`src/rtl/noc_switch_allocator.sv`:
```
// Purpose: round-robin switch allocator; each output is held by one input for a whole wormhole packet.
// Latency: a head flit requested in cycle n pops no earlier than n+1; one idle cycle per packet on each output.
// Backpressure: out_ready_i low keeps the lock and blocks pop_o; out_valid_o still follows the owner's request.
// Ports: req_i/route_i/tail_i describe each input FIFO head; out_ready_i is downstream readiness per output;
//        out_valid_o/sel_o drive the crossbar; pop_o pops the input FIFOs; err_o latches illegal route codes.
module noc_switch_allocator #(
  parameter int NPORTS = 5
) (
  input  logic                  clk_i,
  input  logic                  rst_i,
  input  logic [NPORTS-1:0]     req_i,
  input  logic [3*NPORTS-1:0]   route_i,
  input  logic [NPORTS-1:0]     tail_i,
  input  logic [NPORTS-1:0]     out_ready_i,
  output logic [NPORTS-1:0]     out_valid_o,
  output logic [3*NPORTS-1:0]   sel_o,
  output logic [NPORTS-1:0]     pop_o,
  output logic                  err_o
);

  typedef enum logic {IDLE = 1'b0, LOCKED = 1'b1} state_t;

  localparam logic [2:0] NO_OWNER = 3'b111;

  state_t            state_q [NPORTS];
  state_t            state_d [NPORTS];
  logic [2:0]        ptr_q   [NPORTS];
  logic [2:0]        ptr_d   [NPORTS];
  logic [2:0]        owner_q [NPORTS];
  logic [2:0]        owner_d [NPORTS];
  logic              err_q;
  logic [NPORTS-1:0] is_owner;
  logic [NPORTS-1:0] illegal;
  logic [NPORTS-1:0] cand    [NPORTS];

  // An input that already owns an output is mid-packet: its head flit is a
  // body flit with no header, so its route field must not be interpreted.
  always_comb begin
    is_owner = '0;
    for (int o = 0; o < NPORTS; o++) begin
      if (state_q[o] == LOCKED) begin
        for (int p = 0; p < NPORTS; p++) begin
          if (owner_q[o] == 3'(p)) is_owner[p] = 1'b1;
        end
      end
    end
  end

  // Candidate matrix cand[o][p]; an illegal code matches no output, so such
  // an input is never granted and never popped.
  always_comb begin
    illegal = '0;
    for (int o = 0; o < NPORTS; o++) cand[o] = '0;
    for (int p = 0; p < NPORTS; p++) begin
      if (req_i[p] && !is_owner[p]) begin
        if (route_i[3*p +: 3] > 3'(NPORTS - 1)) illegal[p] = 1'b1;
        for (int o = 0; o < NPORTS; o++) begin
          if (route_i[3*p +: 3] == 3'(o)) cand[o][p] = 1'b1;
        end
      end
    end
  end

  // Per-output FSM next state plus the combinational transfer strobes.
  always_comb begin
    logic       found;
    logic [2:0] cidx;
    found       = 1'b0;
    cidx        = '0;
    out_valid_o = '0;
    pop_o       = '0;
    for (int o = 0; o < NPORTS; o++) begin
      state_d[o] = state_q[o];
      ptr_d[o]   = ptr_q[o];
      owner_d[o] = owner_q[o];
      found      = 1'b0;
      case (state_q[o])
        IDLE: begin
          // First candidate at or after the pointer, wrapping modulo NPORTS.
          for (int k = 0; k < NPORTS; k++) begin
            cidx = 3'((int'(ptr_q[o]) + k) % NPORTS);
            if (!found && cand[o][cidx]) begin
              found      = 1'b1;
              state_d[o] = LOCKED;
              owner_d[o] = cidx;
              ptr_d[o]   = 3'((int'(cidx) + 1) % NPORTS);
            end
          end
        end
        LOCKED: begin
          for (int p = 0; p < NPORTS; p++) begin
            if (owner_q[o] == 3'(p)) begin
              out_valid_o[o] = req_i[p];
              if (req_i[p] && out_ready_i[o]) begin
                pop_o[p] = 1'b1;
                if (tail_i[p]) begin
                  state_d[o] = IDLE;
                  owner_d[o] = NO_OWNER;
                end
              end
            end
          end
        end
        default: ;
      endcase
    end
  end

  always_ff @(posedge clk_i or posedge rst_i) begin
    if (rst_i) begin
      for (int o = 0; o < NPORTS; o++) begin
        state_q[o] <= IDLE;
        ptr_q[o]   <= '0;
        owner_q[o] <= NO_OWNER;
      end
      err_q <= 1'b0;
    end else begin
      for (int o = 0; o < NPORTS; o++) begin
        state_q[o] <= state_d[o];
        ptr_q[o]   <= ptr_d[o];
        owner_q[o] <= owner_d[o];
      end
      err_q <= err_q | (|illegal);
    end
  end

  always_comb begin
    for (int o = 0; o < NPORTS; o++) sel_o[3*o +: 3] = owner_q[o];
  end

  assign err_o = err_q;

endmodule

```
`config.mk`:
```
export PLATFORM = sky130hd
export DESIGN_NAME = noc_switch_allocator
export DESIGN_NICKNAME = d
export VERILOG_FILES = /design/src/rtl/noc_switch_allocator.sv
export SDC_FILE = /design/constraint.sdc
export NUM_CORES = 1
export LEC_CHECK = 0
export CORE_MARGIN = 2
export CORE_UTILIZATION = 40
export DETAILED_ROUTE_END_ITERATION = 7
export PLACE_DENSITY = 0.68
export SLEW_MARGIN = 15
export SYNTH_ARGS = -nofsm -noshare
export SYNTH_HDL_FRONTEND = slang
export SYNTH_SLANG_ARGS = --single-unit
```
`constraint.sdc`:
```
create_clock -name clk_i -period 7.5 [get_ports clk_i]
set_input_delay 1.5 -clock clk_i [delete_from_list [all_inputs] [get_ports clk_i]]
set_output_delay 1.5 -clock clk_i [all_outputs]
set_load 0.03 [all_outputs]
```
==> impl_metrics.json, run 1 <==
{
  "synth_seq_cells": 36,
  "clockBufferDepth": 2,
  "fmax_ghz": 0.147,
  "cpLargestDelayFamily": "simple AND/OR/NAND/NOR gates",
  "num_rows": 59,
  "timing.final.ws_setup_ns": 0.691,
  "max_slew_margin": 0.299,
  "crit_buf_inv": 4,
  "synth.distinct_cells": 101,
  "core_um2": 25900,
  "root_buffer": "clkbuf_16",
  "synthCells": 1459,
  "finalCriticalPeriod_ns": 6.81,
  "synth_top_area_share": 0.141,
  "place.gp.congestion": 0.944,
  "drc_errors": 0,
  "grtUsageTotal": 0.226,
  "ys_seq_area_frac": 0.0877,
  "htreeDepth": 2,
  "drive_above_1_share": 0.0732,
  "antenna_left": 0,
  "io_buffer_count": 57,
  "numCtsBuffers": 5,
  "grt_start_max_net_pins": 37,
  "synth_nets": 1610,
  "postCtsSetupBuffers": 0,
  "cts.repair.resized": 0,
  "worstSetupEndpoint": "ptr_q[12]$_DFFE_PP0P_",
  "area_delta_synth_final_pct": 10.5,
  "clkTransAtPathRegs_ns": 0.07,
  "rrSetupSlack_ns": 0.71,
  "critPathSlowestCell": "nor4_1",
  "path_class": "primary input to register",
  "rsz0062_at_grt": "no",
  "clk-insertion-delay-late_ns": 0.31,
  "yosys_warnings": 0,
  "vias": 11300,
  "vias_per_cell": 6.20,
  "ys_async_sr_fraction": 1.00,
  "die_w_um": 166,
  "synth_edf_count": 0,
  "firstDrtPassIters": 5,
  "cts_tree": "done",
  "grt_antenna_before_repair": 4,
  "syn_area_um2": 10500,
  "yosysMostFrequentCell": "ha_1",
  "synth_top_cell_by_area": "ha_1",
  "crit_required_ns": 7.70,
  "crit_chain": "clkdlybuf4s50_1 > nor4_1 > nor3b_1 > mux2_2 > o311a_1 > a221oi_1 > nand2_1 > or2_1 > o22ai_1 > mux2_2 > inv_1 > ha_1 > inv_1 > xnor2_1 > ha_1 > inv_1 > ha_1 > nor2b_1 > o21ai_0 > a221o_1 > a221o_1 > a22o_1",
  "start_kind": "primary input",
  "maxCapViolCount": 0,
  "worst_pin_slew_ns": 1.04,
  "endpoint_kind": "register",
  "io_pins": 58,
  "die_h_um": 166,
  "grt_pass1_wl_mm": 52.9,
  "drtIter0Drc": 955,
  "cts_hold_buffers": 0,
  "worstPathArrival_ns": 7.01,
  "grt_pass1_vias": 10700,
  "setup_viol": 0,
  "crit_start": "route_i[6]",
  "gr-total-overflow": 0,
  "maxSlewViolCount": 0,
  "status": "finished clean",
  "fin_nets": 1640,
  "skew_ns": 0.0103,
  "r2r-start": "ptr_q[13]$_DFFE_PP0P_",
  "max_stage_delay_ns": 0.56,
  "die-area_um2": 27500,
  "synth.avg_cell_area_um2": 7.19,
  "synth_flop_cell": "dfrtp_1",
  "final_hold_viol_count": 0,
  "synth_commonest_cells": "118 x ha_1, 115 x nor2_1, 114 x nand2_1",
  "clock-sinks": 36,
  "timing.setup.tns_ns": 0,
  "start_util": 0.405,
  "yosys-top-cells-area": "ha_1 14%, dfrtp_1 5.0%, mux2i_1 5.0%, a21oi_1 4.4%, nor2_1 4.1%",
  "worst_r2r_path_depth": 29,
  "finalWirelength_mm": 31.9,
  "hold_path.class": "register to register",
  "min_period_over_period": 0.908,
  "cp.depth": 22,
  "avgRoutedWirePerCell_um": 17.5,
  "hpwlAfterDp_mm": 25.4,
  "cp_max_fo": 6,
  "r2r_end": "ptr_q[12]$_DFFE_PP0P_",
  "pre_cts_slack_ns": 0.471
}
## cell families after synthesis
logic type,after synthesis,synth area share
AND/OR/NAND/NOR,598,0.313
AO/OA/AOI/OAI,420,0.276
buffers and inverters,165,0.0611
adder cells (fa/ha/maj),119,0.143
multiplexers,71,0.0775
XOR/XNOR,50,0.0425
flip-flops,36,0.0877
## how the worst min path moves through the flow
stage / slack [ns] / to / cells after the start / from
5_1_grt: 0.63 / err_o$_DFF_PP0_ / 2 / err_o$_DFF_PP0_
3_3_place_gp: 0.57 / err_o$_DFF_PP0_ / 2 / err_o$_DFF_PP0_
6_report: 0.60 / err_o$_DFF_PP0_ / 2 / err_o$_DFF_PP0_
4_1_cts: 0.59 / err_o$_DFF_PP0_ / 2 / err_o$_DFF_PP0_
2_1_floorplan: 0.60 / state_q[2]$_DFF_PP0_ / 3 / state_q[2]$_DFF_PP0_
3_5_place_dp: 0.58 / err_o$_DFF_PP0_ / 2 / err_o$_DFF_PP0_
## per-stage QoR
step / instances / hold slack, ns / utilization / area (µm²)
after global routing: 1828 / 0.628 / 0.447 / 11600
after CTS: 1825 / 0.591 / 0.447 / 11600
final: 1829 / 0.602 / 0.447 / 11600
after detailed placement: 1817 / 0.576 / 0.441 / 11400
after global placement: 1817 / 0.571 / 0.441 / 11400
after floorplan: 1459 / 0.597 / - / 10500
## placed cells by master, fill, tap and decap left out, types with 8 or more instances in the layout
master | netlist | layout
ha_1 | 118 | 118
nor2_1 | 115 | 115
nand2_1 | 114 | 114
a21oi_1 | 93 | 93
inv_1 | 91 | 91
o21ai_0 | 76 | 76
nand3_1 | 62 | 62
clkdlybuf4s50_1 | 0 | 57
nor3_1 | 52 | 52
mux2i_1 | 52 | 52
nand2b_1 | 43 | 43
xnor2_1 | 42 | 42
nor2b_1 | 29 | 29
buf_4 | 0 | 28
nand4_1 | 27 | 27
a31oi_1 | 21 | 21
dfrtp_1 | 21 | 21
and3_1 | 18 | 18
o22ai_1 | 18 | 18
o211ai_1 | 18 | 18
o21a_1 | 17 | 17
dfstp_2 | 15 | 15
nor4_1 | 14 | 14
o31ai_1 | 13 | 13
nor3b_1 | 12 | 12
or3_1 | 12 | 12
and2_1 | 12 | 12
a211oi_1 | 12 | 12
a21o_1 | 11 | 11
nand4b_1 | 11 | 11
a211o_1 | 11 | 11
a22oi_1 | 11 | 11
mux2_2 | 11 | 11
a32oi_1 | 10 | 10
or2_2 | 10 | 10
nor4bb_1 | 9 | 9
a21boi_0 | 10 | 9
or4_1 | 8 | 8
o221ai_1 | 8 | 8
## flip-flops by register name, summed over array words and instances (netlist names)
name	cells
err_o	1
ptr_q	15
sel_o	15
state_q	5
## metal layers
layer  track usage  vias up  wire [µm]
met5             0        -          0
met3        0.0446       61       2000
li1              -     5547          -
met2         0.369      370      14700
met4        0.0828        0        926
met1         0.295     5357      14300
## layout make-up
type                    instances  area (µm²)
fillers                      2641       14300
multi-input cells            1258        8930
flip-flops and latches         36         920
repair buffers                 85         781
well taps                     335         419
inverters                     103         387
clock buffers                   5         125
clock inverters                 3        23.8
diodes                          4        10.0
## tightest hold or removal path: cells and delay by family (launching register included)
family	cells	cell delay (ns)
and+or+nand+nor	1	0.08
AOI/OAI and AO/OA	1	0.07
DFF	1	0.41
Power of run 1 is not shown: default switching activity piles up to over one toggle a cycle in this logic, so the estimate is an artifact.
==> run 2: changes to the inputs <==
Settings changed: ABC_CLOCK_PERIOD_IN_PS from default to 7500.
==> results of run 2 <==
No change in the layout: final DEF, timing and power equal those of run 1.
Power of run 2 is left out for the same reason.
==> run 3: changes to the inputs <==
Settings changed: CORE_MARGIN 2 to default.
==> impl_metrics.json, run 3 (synthesized netlist as in run 1, its figures left out) <==
{
  "start_kind": "register",
  "vias_per_cell": 6.20,
  "finalWirelength_mm": 31.5,
  "start_util": 0.412,
  "grt_start_max_net_pins": 37,
  "grtUsageTotal": 0.231,
  "die-area_um2": 26900,
  "die_h_um": 164,
  "final_area_um2": 11600,
  "cts_hold_buffers": 0,
  "firstDrtPassIters": 5,
  "antenna_left": 0,
  "io_buffer_count": 57,
  "crit_required_ns": 7.65,
  "cts.repair.resized": 0,
  "crit_path_frequent_cell": "ha_1",
  "clockBufferDepth": 2,
  "place.gp.congestion": 0.924,
  "grt_pass1_vias": 10000,
  "status": "finished clean",
  "htreeDepth": 2,
  "postPlaceCellArea_um2": 11400,
  "finalCriticalPeriod_ns": 6.87,
  "max_stage_delay_ns": 0.43,
  "grt_antenna_before_repair": 1,
  "num_rows": 58,
  "max_slew_margin": 0.216,
  "critPathSlowestCell": "mux2i_1",
  "timing.setup.tns_ns": 0,
  "area_delta_synth_final_pct": 10.3,
  "core_um2": 25500,
  "whs_ns": 0.514,
  "endpoint_kind": "register",
  "clkTransAtPathRegs_ns": 0.07,
  "io_pins": 58,
  "final_util": 0.454,
  "avgRoutedWirePerCell_um": 17.3,
  "final_common_cell": "ha_1",
  "drc_errors": 0,
  "most-common-layout-cells": "118 x ha_1, 115 x nor2_1, 114 x nand2_1",
  "postCtsSetupBuffers": 0,
  "worst_r2r_path_depth": 31,
  "drtIter0Drc": 921,
  "vias": 11300,
  "grt_pass1_wl_mm": 50.5,
  "clk-insertion-delay-late_ns": 0.30,
  "drive_above_1_share": 0.0707,
  "cts_tree": "done",
  "setup_viol": 0,
  "rsz0062_at_grt": "no",
  "worstPathArrival_ns": 7.02,
  "final_hold_viol_count": 0,
  "path_class": "register to register",
  "worst_pin_slew_ns": 1.16,
  "fin_nets": 1635,
  "min_period_over_period": 0.916,
  "hpwlAfterDp_mm": 24.8,
  "die_w_um": 164,
  "hold_path.class": "register to register",
  "fmax_ghz": 0.146,
  "skew_ns": 0.00687,
  "cp_max_fo": 9,
  "maxSlewViolCount": 0,
  "root_buffer": "clkbuf_16",
  "maxCapViolCount": 0,
  "gr-total-overflow": 0,
  "clock-sinks": 36,
  "numCtsBuffers": 5,
  "holdPathStages": 2
}
## run 3: through the flow
stage               std cells  setup slack (ns)
floorplan                1459              1.12
global placement         1807             0.623
detailed placement       1807             0.504
CTS                      1815             0.498
global route             1816            0.0544
finish                   1816             0.633
## run 3: final timing paths
kind	slack, ns	end	start
setup / recovery	0.63	ptr_q[10]$_DFFE_PP0P_	ptr_q[9]$_DFFE_PP0P_
hold / removal	0.51	err_o$_DFF_PP0_	err_o$_DFF_PP0_
setup reg to reg	0.63	ptr_q[10]$_DFFE_PP0P_	ptr_q[9]$_DFFE_PP0P_
hold reg to reg	0.51	err_o$_DFF_PP0_	err_o$_DFF_PP0_
max in group asynchronous	5.47	sel_o[7]$_DFFE_PP1P_	rst_i
min in group asynchronous	1.63	ptr_q[9]$_DFFE_PP0P_	rst_i
## run 3: area by class of cell
cell class              instances  area, µm²
well taps                     330        413
clock inverters                 3       42.5
multi-input cells            1258       8930
repair buffers                 80        743
diodes                          1       2.50
flip-flops and latches         36        920
fillers                      2578      13900
clock buffers                   5        125
inverters                     103        387
## run 3: critical path, delay by kind of cell, from the launching register on
kind            cells  cell delay [ns]
fa+ha+maj           6             1.61
mux                 5             1.38
compound gates      6             1.37
simple gates        6             0.83
buf+inv             6             0.62
xor+xnor            2             0.51
flops               1             0.38
## run 3: routing by layer
metal | vias to the layer above | routed length [µm] | GRT usage
met5 | - | 0 | 0
met4 | 0 | 676 | 0.0690
met3 | 37 | 1670 | 0.0247
met2 | 365 | 14200 | 0.373
met1 | 5309 | 15000 | 0.320
li1 | 5554 | - | -
Power of run 3 is left out for the same reason.
